==> config.mk <==
export PLATFORM = sky130hd
export DESIGN_NAME = ascon_release_gate_flat
export DESIGN_NICKNAME = d
export VERILOG_FILES = /design/src/rtl/ascon_gate_pkg.sv /design/src/rtl/ascon_release_gate_if.sv /design/src/rtl/ascon_timeout_ctr.sv /design/src/rtl/ascon_release_gate.sv /design/src/flat_wrapper.sv
export SDC_FILE = /design/constraint.sdc
export NUM_CORES = 1
export LEC_CHECK = 0
export ABC_CLOCK_PERIOD_IN_PS = 2100
export CAP_MARGIN = 15
export CORE_AREA = 2 2 220 222
export DETAILED_ROUTE_END_ITERATION = 10
export DIE_AREA = 0 0 222 224
export SLEW_MARGIN = 30
export SYNTH_ARGS = -nofsm -noshare
export SYNTH_HDL_FRONTEND = slang
export SYNTH_SLANG_ARGS = --single-unit
==> constraint.sdc <==
create_clock -name clk -period 2.1 [get_ports clk]
set_clock_uncertainty 0.05 [all_clocks]
set_input_delay 0.315 -clock clk [delete_from_list [all_inputs] [get_ports clk]]
set_output_delay 0.315 -clock clk [all_outputs]
set_load 0.02 [all_outputs]
==> src/rtl/ascon_gate_pkg.sv <==
// Shared types and constants for the ASCON release gate: FSM states,
// the core's fault-substitution constant and the timeout counter sizing helper.
package ascon_gate_pkg;

    typedef enum logic [2:0] {
        IDLE,
        WAIT_ENC,
        WAIT_DEC,
        CHECK,
        RELEASE,
        FAULT,
        LOCKED
    } gate_state_e;

    localparam logic [127:0] FAULT_CONST_DEFAULT = 128'h8C784;

    // Bits needed to count from 0 up to timeout-1.
    function automatic int unsigned tmr_width(input int unsigned timeout);
        return (timeout > 2) ? $clog2(timeout) : 1;
    endfunction

endpackage

==> src/rtl/ascon_release_gate_if.sv <==
// Consumer-side valid/ready handshake carrying the released ciphertext and tag.
interface ascon_release_gate_if #(
    parameter int unsigned Y = 40
) ();
    logic         out_valid;
    logic         out_ready;
    logic [Y-1:0] out_cipher_text;
    logic [127:0] out_tag;

    modport master (output out_valid, output out_cipher_text, output out_tag, input out_ready);
    modport slave  (input out_valid, input out_cipher_text, input out_tag, output out_ready);
endinterface

==> src/rtl/ascon_timeout_ctr.sv <==
// Clearable up-counter with a terminal-count flag at TIMEOUT-1; holds at terminal count.
module ascon_timeout_ctr
    import ascon_gate_pkg::*;
#(
    parameter int unsigned TIMEOUT = 1024,
    parameter int unsigned TW      = tmr_width(TIMEOUT)
) (
    input  logic clk,
    input  logic rst,
    input  logic clr,
    output logic tc
);
    logic [TW-1:0] cnt_q, cnt_d;

    assign tc = (cnt_q == TW'(TIMEOUT - 1));

    always_comb begin
        cnt_d = cnt_q;
        if (clr)
            cnt_d = '0;
        else if (!tc)
            cnt_d = cnt_q + 1'b1;
    end

    always_ff @(posedge clk or negedge rst) begin
        if (!rst) cnt_q <= '0;
        else      cnt_q <= cnt_d;
    end
endmodule

==> src/rtl/ascon_release_gate.sv <==
// Release gate behind the fault-countermeasure ASCON core: checks round-trip tag
// and fault constants before releasing results. Optional macro: ASCON_PT_CHECK_EN.
module ascon_release_gate
    import ascon_gate_pkg::*;
#(
    parameter int unsigned  Y           = 40,
    parameter logic [127:0] FAULT_CONST = FAULT_CONST_DEFAULT,
    parameter int unsigned  TIMEOUT     = 1024,
    parameter int unsigned  LOCK_LIMIT  = 3,
    parameter int unsigned  CW          = 8
) (
    input  logic                  clk,
    input  logic                  rst,
    input  logic                  start,
    input  logic [Y-1:0]          plain_text,
    input  logic [Y-1:0]          cipher_text,
    input  logic [127:0]          tag,
    input  logic                  encryption_ready,
    input  logic [Y-1:0]          dec_plain_text,
    input  logic [127:0]          dec_tag,
    input  logic                  decryption_ready,
    input  logic                  lock_clear,
    ascon_release_gate_if.master  rel,
    output logic                  fault,
    output logic [CW-1:0]         fault_count,
    output logic                  locked,
    output logic                  busy
);
    localparam int unsigned LW = $clog2(LOCK_LIMIT + 1);

    gate_state_e   state_q, state_d;
    logic          enc_rdy_q, dec_rdy_q;
    logic [Y-1:0]  ct_q, ct_d;
    logic [127:0]  tag_q, tag_d, dtag_q, dtag_d;
    logic [CW-1:0] fcnt_q, fcnt_d;
    logic [LW-1:0] lcnt_q, lcnt_d, lcnt_inc;
    logic          enc_rise, dec_rise, tmr_clr, tmr_tc, check_ok;

`ifdef ASCON_PT_CHECK_EN
    logic [Y-1:0]  pt_q, pt_d, dpt_q, dpt_d;
`else
    logic          unused_pt;
    assign unused_pt = ^{plain_text, dec_plain_text};
`endif

    assign enc_rise = encryption_ready & ~enc_rdy_q;
    assign dec_rise = decryption_ready & ~dec_rdy_q;
    assign lcnt_inc = lcnt_q + 1'b1;

    ascon_timeout_ctr #(.TIMEOUT(TIMEOUT)) u_tmr (
        .clk (clk),
        .rst (rst),
        .clr (tmr_clr),
        .tc  (tmr_tc)
    );

    always_comb begin
        check_ok = (tag_q == dtag_q) && (tag_q != FAULT_CONST) &&
                   (ct_q != FAULT_CONST[Y-1:0]) && (dtag_q != FAULT_CONST);
`ifdef ASCON_PT_CHECK_EN
        check_ok = check_ok && (dpt_q == pt_q);
`endif
    end

    always_comb begin
        // NOTE: every signal gets its default before the case so no latch is inferred.
        state_d = state_q;
        ct_d    = ct_q;
        tag_d   = tag_q;
        dtag_d  = dtag_q;
        fcnt_d  = fcnt_q;
        lcnt_d  = lcnt_q;
        tmr_clr = 1'b1;
`ifdef ASCON_PT_CHECK_EN
        pt_d    = pt_q;
        dpt_d   = dpt_q;
`endif
        unique case (state_q)
            IDLE: if (start) begin
`ifdef ASCON_PT_CHECK_EN
                pt_d = plain_text;
`endif
                state_d = WAIT_ENC;
            end
            WAIT_ENC: begin
                tmr_clr = 1'b0;
                if (enc_rise) begin
                    ct_d    = cipher_text;
                    tag_d   = tag;
                    tmr_clr = 1'b1;
                    state_d = WAIT_DEC;
                    // Both results arriving together skip straight to the check.
                    if (dec_rise) begin
                        dtag_d  = dec_tag;
`ifdef ASCON_PT_CHECK_EN
                        dpt_d   = dec_plain_text;
`endif
                        state_d = CHECK;
                    end
                end else if (tmr_tc) begin
                    state_d = FAULT;
                end
            end
            WAIT_DEC: begin
                tmr_clr = 1'b0;
                if (dec_rise) begin
                    dtag_d  = dec_tag;
`ifdef ASCON_PT_CHECK_EN
                    dpt_d   = dec_plain_text;
`endif
                    state_d = CHECK;
                end else if (tmr_tc) begin
                    state_d = FAULT;
                end
            end
            CHECK:   state_d = check_ok ? RELEASE : FAULT;
            RELEASE: if (rel.out_ready) state_d = IDLE;
            FAULT: begin
                fcnt_d  = (fcnt_q == '1) ? fcnt_q : fcnt_q + 1'b1;
                lcnt_d  = lcnt_inc;
                ct_d    = '0;
                tag_d   = '0;
                dtag_d  = '0;
`ifdef ASCON_PT_CHECK_EN
                pt_d    = '0;
                dpt_d   = '0;
`endif
                state_d = (lcnt_inc >= LW'(LOCK_LIMIT)) ? LOCKED : IDLE;
            end
            LOCKED: if (lock_clear) begin
                lcnt_d  = '0;
                state_d = IDLE;
            end
            default: state_d = IDLE;
        endcase
    end

    always_ff @(posedge clk or negedge rst) begin
        // NOTE: sequential state is updated with non-blocking assignments only.
        if (!rst) begin
            state_q   <= IDLE;
            enc_rdy_q <= 1'b0;
            dec_rdy_q <= 1'b0;
            ct_q      <= '0;
            tag_q     <= '0;
            dtag_q    <= '0;
            fcnt_q    <= '0;
            lcnt_q    <= '0;
`ifdef ASCON_PT_CHECK_EN
            pt_q      <= '0;
            dpt_q     <= '0;
`endif
        end else begin
            state_q   <= state_d;
            enc_rdy_q <= encryption_ready;
            dec_rdy_q <= decryption_ready;
            ct_q      <= ct_d;
            tag_q     <= tag_d;
            dtag_q    <= dtag_d;
            fcnt_q    <= fcnt_d;
            lcnt_q    <= lcnt_d;
`ifdef ASCON_PT_CHECK_EN
            pt_q      <= pt_d;
            dpt_q     <= dpt_d;
`endif
        end
    end

    // Data outputs are forced to zero outside RELEASE so unchecked data never leaks.
    assign rel.out_valid       = (state_q == RELEASE);
    assign rel.out_cipher_text = rel.out_valid ? ct_q  : '0;
    assign rel.out_tag         = rel.out_valid ? tag_q : '0;
    assign fault               = (state_q == FAULT);
    assign fault_count         = fcnt_q;
    assign locked              = (state_q == LOCKED);
    assign busy                = (state_q != IDLE) && (state_q != LOCKED);
endmodule

==> src/flat_wrapper.sv <==
// flat-port wrapper written by rule: the top's interface ports become plain ports
module ascon_release_gate_flat import ascon_gate_pkg::*;
#(
    parameter int unsigned  Y           = 40,
    parameter logic [127:0] FAULT_CONST = FAULT_CONST_DEFAULT,
    parameter int unsigned  TIMEOUT     = 1024,
    parameter int unsigned  LOCK_LIMIT  = 3,
    parameter int unsigned  CW          = 8
)
  (clk, rst, start, plain_text, cipher_text, tag, encryption_ready, dec_plain_text, dec_tag, decryption_ready, lock_clear, fault, fault_count, locked, busy, rel_out_valid, rel_out_cipher_text, rel_out_tag, rel_out_ready);
  ascon_release_gate_if #(.Y(Y)) rel_i ();
  input  logic clk;
  input  logic rst;
  input  logic start;
  input  logic [Y-1:0] plain_text;
  input  logic [Y-1:0] cipher_text;
  input  logic [127:0] tag;
  input  logic encryption_ready;
  input  logic [Y-1:0] dec_plain_text;
  input  logic [127:0] dec_tag;
  input  logic decryption_ready;
  input  logic lock_clear;
  output logic fault;
  output logic [CW-1:0] fault_count;
  output logic locked;
  output logic busy;
  output wire logic [$bits(rel_i.out_valid)-1:0] rel_out_valid;
  output wire logic [$bits(rel_i.out_cipher_text)-1:0] rel_out_cipher_text;
  output wire logic [$bits(rel_i.out_tag)-1:0] rel_out_tag;
  input wire logic [$bits(rel_i.out_ready)-1:0] rel_out_ready;
  assign rel_out_valid = rel_i.out_valid;
  assign rel_out_cipher_text = rel_i.out_cipher_text;
  assign rel_out_tag = rel_i.out_tag;
  assign rel_i.out_ready = rel_out_ready;
  ascon_release_gate #(.Y(Y), .FAULT_CONST(FAULT_CONST), .TIMEOUT(TIMEOUT), .LOCK_LIMIT(LOCK_LIMIT), .CW(CW)) u_core (.clk(clk), .rst(rst), .start(start), .plain_text(plain_text), .cipher_text(cipher_text), .tag(tag), .encryption_ready(encryption_ready), .dec_plain_text(dec_plain_text), .dec_tag(dec_tag), .decryption_ready(decryption_ready), .lock_clear(lock_clear), .rel(rel_i), .fault(fault), .fault_count(fault_count), .locked(locked), .busy(busy));
endmodule
# [Yosys cells after proc, flatten, opt, wreduce, memory -nomap -nowiden]
# Cells that the tools add are included.
[word_totals] ff_bits=321 in_bits=383 word_cells=75
[op_classes] n_lt_le_gt_ge=1 n_bitwise=5 n_addsub=3 mux=25 eq_ne=18 reduce_logical=14
[op_table] op="$mux 128" count=4
[op_table] op="$pmux 128 s3" count=1
[op_table] op="$ne 128x20->1 const B" count=2
[op_table] op="$pmux 128 s2" count=1
[op_table] op="$eq 128x128->1" count=1
[op_table] op="$mux 40" count=2
[op_table] op="$pmux 40 s2" count=1
[op_table] op="$ne 40x20->1 const B" count=1
[op_table] op="$mux 3" count=7
[op_table] op="$pmux 3 s7" count=1
[op_table] op="$mux 10" count=2
[op_table] op="$add 10x1->10 const B" count=1
[op_table] op="$eq 10x10->1 const B" count=1
[op_table] op="$eq 3x3->1 const B" count=3
[op_table] op="$add 8x1->8 const B" count=1
[op_table] op="$eq 8x8->1 const B" count=1
[op_table] op="$reduce_and 2->1" count=4
[op_table] op="$eq 3x2->1 const B" count=2
[op_table] op="$ne 2x2->1 const B" count=3
[op_table] op="$reduce_bool 3->1" count=2
[op_table] op="$logic_and 1x1->1" count=4
[op_table] op="$ne 2x1->1 const B" count=2
[op_table] op="$pmux 2 s2" count=1
[op_table] op="$reduce_bool 2->1" count=2
[op_table] op="other kinds (11)" count=16

# [Depth between registers and ports, before layout]
[logic_depth] ltp_word=6 ltp_mapped=8

# [Cells and area by module]
# A second synthesis with hierarchy kept.
[hier_totals] hier_cells=1884 area_unflattened_um2=16321.9
[by_module_without_submodules] mod="ascon_release_gate" instances=1 area_each_um2=15802.7 cells_each=1830 seq_area_each_um2=7782.5
[by_module_without_submodules] mod="ascon_timeout_ctr" instances=1 area_each_um2=519.2 cells_each=54 seq_area_each_um2=250.2

# [Worst setup path after synthesis]
# OpenSTA, ideal clock, no wires.
[synth_timing] kind="reg-to-output" start="register u_core.state_q[1]" end="output rel_out_cipher_text[0]" t_required_ps=1735 stages_incl_launch_ff=6 arrival_time_ps=1644 slack_ps=91 path_cell_list="dfrtp_1 buf_2 nor3_1 buf_2 clkbuf_1 and2_1"
[synth_via] elab_chain_len=2
[synth_rtl] element="start, declared" line_no="ascon_release_gate.sv:31" rtl="gate_state_e state_q, state_d;"
[synth_rtl] element="start signal, assigned" line_no="ascon_release_gate.sv:154" rtl="state_q <= state_d;"
[synth_rtl] element="$eq 3x3->1" line_no="ascon_release_gate.sv:170" rtl="assign rel.out_valid = (state_q == RELEASE);"
[synth_rtl] element="$mux 40" line_no="ascon_release_gate.sv:171" rtl="assign rel.out_cipher_text = rel.out_valid ? ct_q : '0;"
[synth_rtl] element="end, declared" line_no="flat_wrapper.sv:28" rtl="output wire logic [$bits(rel_i.out_cipher_text)-1:0] rel_out_cipher_text;"
# No other way between the ends.

# [Final worst setup path]
[layout_timing] start="register u_core.state_q[0]" end="output rel_out_tag[65]"
[layout_via] elab_chain_len=2
[layout_rtl] element="$eq 3x3->1" line_no="ascon_release_gate.sv:170"
[layout_rtl] element="$mux 128" line_no="ascon_release_gate.sv:172" rtl="assign rel.out_tag = rel.out_valid ? tag_q : '0;"
[layout_rtl] element="end, declared" line_no="flat_wrapper.sv:29" rtl="output wire logic [$bits(rel_i.out_tag)-1:0] rel_out_tag;"
# No other way between the ends.

==> results by group <==
Clock tree
  – Insertion delay to the later sink of the worst-skew pair: 0.55 ns
  – Worst-case clock buffer depth: 3
  – Clk slew on worst S/H paths: 0.06 ns
  – CTS tree: yes
  – CTS H-tree depth: 2
  – Root buffer cell: clkbuf_16
  – CTS Sinks: 321
  – CTS Buf Count: 38

Run status
  – Status: complete, but fails checks
  – Failing checks: setup timing

Synthesis
  – Ys Warns: 0
  – Mapped cell area: 0.0161 mm²
  – Yosys cell types: 45
  – Mux cell area share after synthesis: 0.00265
  – Syn nets: ~2300
  – Share of the yosys chip area belonging to registers: 0.500
  – Synth area leader: dfrtp_1
  – Ys flop type: dfrtp_1
  – Syn Inst Count: 1883
  – Top cells by area, synth: dfrtp_1 50%, nand2_1 14%, and2_1 6.5%
  – Xor/xnor share of the synthesized area: 0.0763
  – Async S/R FF share, synth: 1.00
  – Post-synthesis adder-cell area fraction: 0.00234
  – Register bit total from synthesis: between 300 and 400
  – Main combinational cell family by area after synthesis: simple AND/OR/NAND/NOR gates
  – Synthesized area per cell: 8.53 µm²
  – Synth Area in Compound Gates: 0.0626
  – EDFF count, synth: 0
  – Post-synth top area share: 0.500
  – Post-synthesis simple-gate area fraction: 0.324

STA
  – Final Max Tran Viols: 0
  – RSZ-0062 raised after global routing: yes
  – Max-Slew Margin vs Limit: 0.516
  – Slew @ Worst Pin: 0.720 ns
  – Minimum clock period: 2.41 ns
  – Fin. Hold Viols: 0
  – # setup viols final: 243
  – Fmax: approximately 0.41 GHz
  – Fin crit share: 1.15
  – Min setup slack post-route: -0.312 ns

Setup path
  – Crit path launch type: flop
  – Slowest stage cell on the critical path: dfrtp_1
  – Worst Reg-to-Reg Cells: 10
  – Most frequent CP cell: buf_12
  – CP required: 1.74 ns
  – Stages on worst setup path: 7
  – Family with the most delay on the worst path: buffers and inverters
  – Max incr delay on CP: around 0.43 ns
  – Top fanout value on the critical path: 7
  – CP bufs+invs: 5
  – Crit path DAT: 2.05 ns
  – Worst setup EP type: primary output
  – Worst setup path class: reg -> out
  – CP cell instances: nor3_4 -> buf_12 -> buf_12 -> buf_12 -> buf_6 -> and2_4 -> buf_6

Layout
  – Area delta synth->final: 56.8%
  – Layout cell share with drive strength beyond 1: 0.221
  – Final design utilization: 0.532
  – Post-route cell area: 0.0252 mm²
  – Commonest non-fill, non-tap cell in the layout: nand2_1
  – Most frequent cells in the layout: 610 x nand2_1, 319 x dfrtp_1, 309 x clkdlybuf4s50_1
  – # nets final: roughly 2900

Floorplanning
  – Core footprint: 0.0473 mm²
  – Die width: 222 µm
  – Core Rows: 80
  – Initial core utilization: 0.339
  – Die Y: 224 µm
  – Top Ports: 563
  – DIE AREA: around 0.050 mm²

Place
  – Buffers on Ports: 482
  – DP Wirelength: 51100 µm
  – Gpl congestion: 0.908
  – Placed inst area: 0.0227 mm²

Detailed routing
  – Vias per inst: between 5 and 6
  – DRT Pass-1 Iters: 5
  – Routed wire length: 70400 µm
  – Antenna viol nets, final: 0
  – DRT iter0 DRCs: 1176
  – DR vias: between 15000 and 20000
  – # DRC: 0
  – Routed length per instance: 22.5 µm

Global routing
  – First-pass GRT wire length: 98300 µm
  – Vias in the first global route: 15508
  – Total congestion overflow: 0
  – Largest net degree at the start of global routing: roughly 90
  – Total GRT Usage: 0.263
  – Initial antenna violation count: 11

Power
  – VDD IR max: between 500 and 600 µV
  – Lkg Pwr: 11.6 nW
  – Total power density per cell area: 1260 mW/mm²

Job
  – MaxCap Viol Count: 0

Hold path
  – Hold Path Class: in -> async
-- sequential cells by signal, indices dropped and copies added, names as in the netlist --
name and cells:
u_core.lcnt_q 2, u_core.tag_q 128, u_core.ct_q 40, u_core.u_tmr.cnt_q 10
u_core.dtag_q 128, u_core.enc_rdy_q 1, u_core.dec_rdy_q 1, u_core.state_q 3
u_core.fault_count 8
-- logic make-up after synthesis --
logic type                 count (synthesis)
AOI/OAI and AO/OA                        191
xor gates and xnor gates                 140
adders and majority gates                  3
buffers and inverters                    126
DFF                                      321
muxes                                      4
and+or+nand+nor                         1098
-- where the power goes --
group          switching [mW]  internal [mW]
Combinational            7.21           6.00
Clock                    2.69           4.11
Sequential               3.02           8.69
Total                    12.9           18.8
-- metrics by stage --
step,setup WS [ns],instances,TNS [ns],total power [mW],hold slack (ns)
3_3_place_gp,-0.622,3018,-19.47,23.4,0.164
2_1_floorplan,0.0905,1883,0,16.9,-0.0306
6_report,-0.312,3125,-45.18,31.7,0.203
3_5_place_dp,-0.552,3018,-23.95,23.7,0.163
4_1_cts,-0.405,3088,-58.45,30.6,0.193
5_1_grt,-0.384,3124,-65.21,33.5,0.209
-- synth_stat cells (4+ instances only) --
cell,number
clkbuf_1,79
xor2_1,69
o21ai_1,119
nand2b_1,4
o21ai_0,54
buf_1,4
inv_1,4
nor3_1,7
buf_2,37
nor2_1,19
dfrtp_1,321
nor2b_1,5
a21oi_1,7
nor4b_1,12
nand2_1,610
and2_1,167
nand3_1,137
xnor2_1,71
nand4_1,42
nor4_1,80
-- metal layers --
| metal | track usage | part of all wire | vias up |
|---|---|---|---|
| met4 | 0.0900 | 0.029 | 8 |
| met3 | 0.0572 | 0.066 | 101 |
| met5 | 0 | 0.00078 | - |
| met2 | 0.440 | 0.48 | 579 |
| li1 | - | - | 7457 |
| met1 | 0.339 | 0.42 | 7774 |
-- final timing paths --
check / from / to / slack (ns)
worst max-delay path: u_core.state_q[0]$_DFFE_PN0P_ / rel_out_tag[65] / -0.31
worst min-delay path: rst / u_core.tag_q[112]$_DFFE_PN0P_ / 0.20
worst max register to register: u_core.state_q[0]$_DFFE_PN0P_ / u_core.dtag_q[3]$_DFFE_PN0P_ / -0.12
worst min register to register: u_core.fault_count[5]$_DFFE_PN0P_ / u_core.fault_count[5]$_DFFE_PN0P_ / 0.46
max in group asynchronous: rst / u_core.dtag_q[118]$_DFFE_PN0P_ / 1.12
min in group clk: cipher_text[30] / u_core.ct_q[30]$_DFFE_PN0P_ / 0.25
-- what timing repair did --
action | CTS | global route
pin swaps | 1 | 53
buffers inserted | 1 | 13
cloned | 1 | 18
endpoints found under the setup margin | 190 | 339
gates resized for setup | 515 | 593
hold endpoints to repair | 321 | 0
hold buffers | 1 | 0
-- area by class of cell --
| type | instances | area [µm²] |
|---|---|---|
| Sequential cell | 321 | 8040 |
| Clock inverter | 14 | 149 |
| Clock buffer | 53 | 1130 |
| Tap cell | 615 | 769 |
| Inverter | 6 | 22.5 |
| Multi-Input combinational cell | 1436 | 7970 |
| Fill cell | 4427 | 22200 |
| Antenna cell | 7 | 17.5 |
| Timing Repair Buffer | 673 | 7100 |
Note: power is estimated with default switching activity, not from simulation.
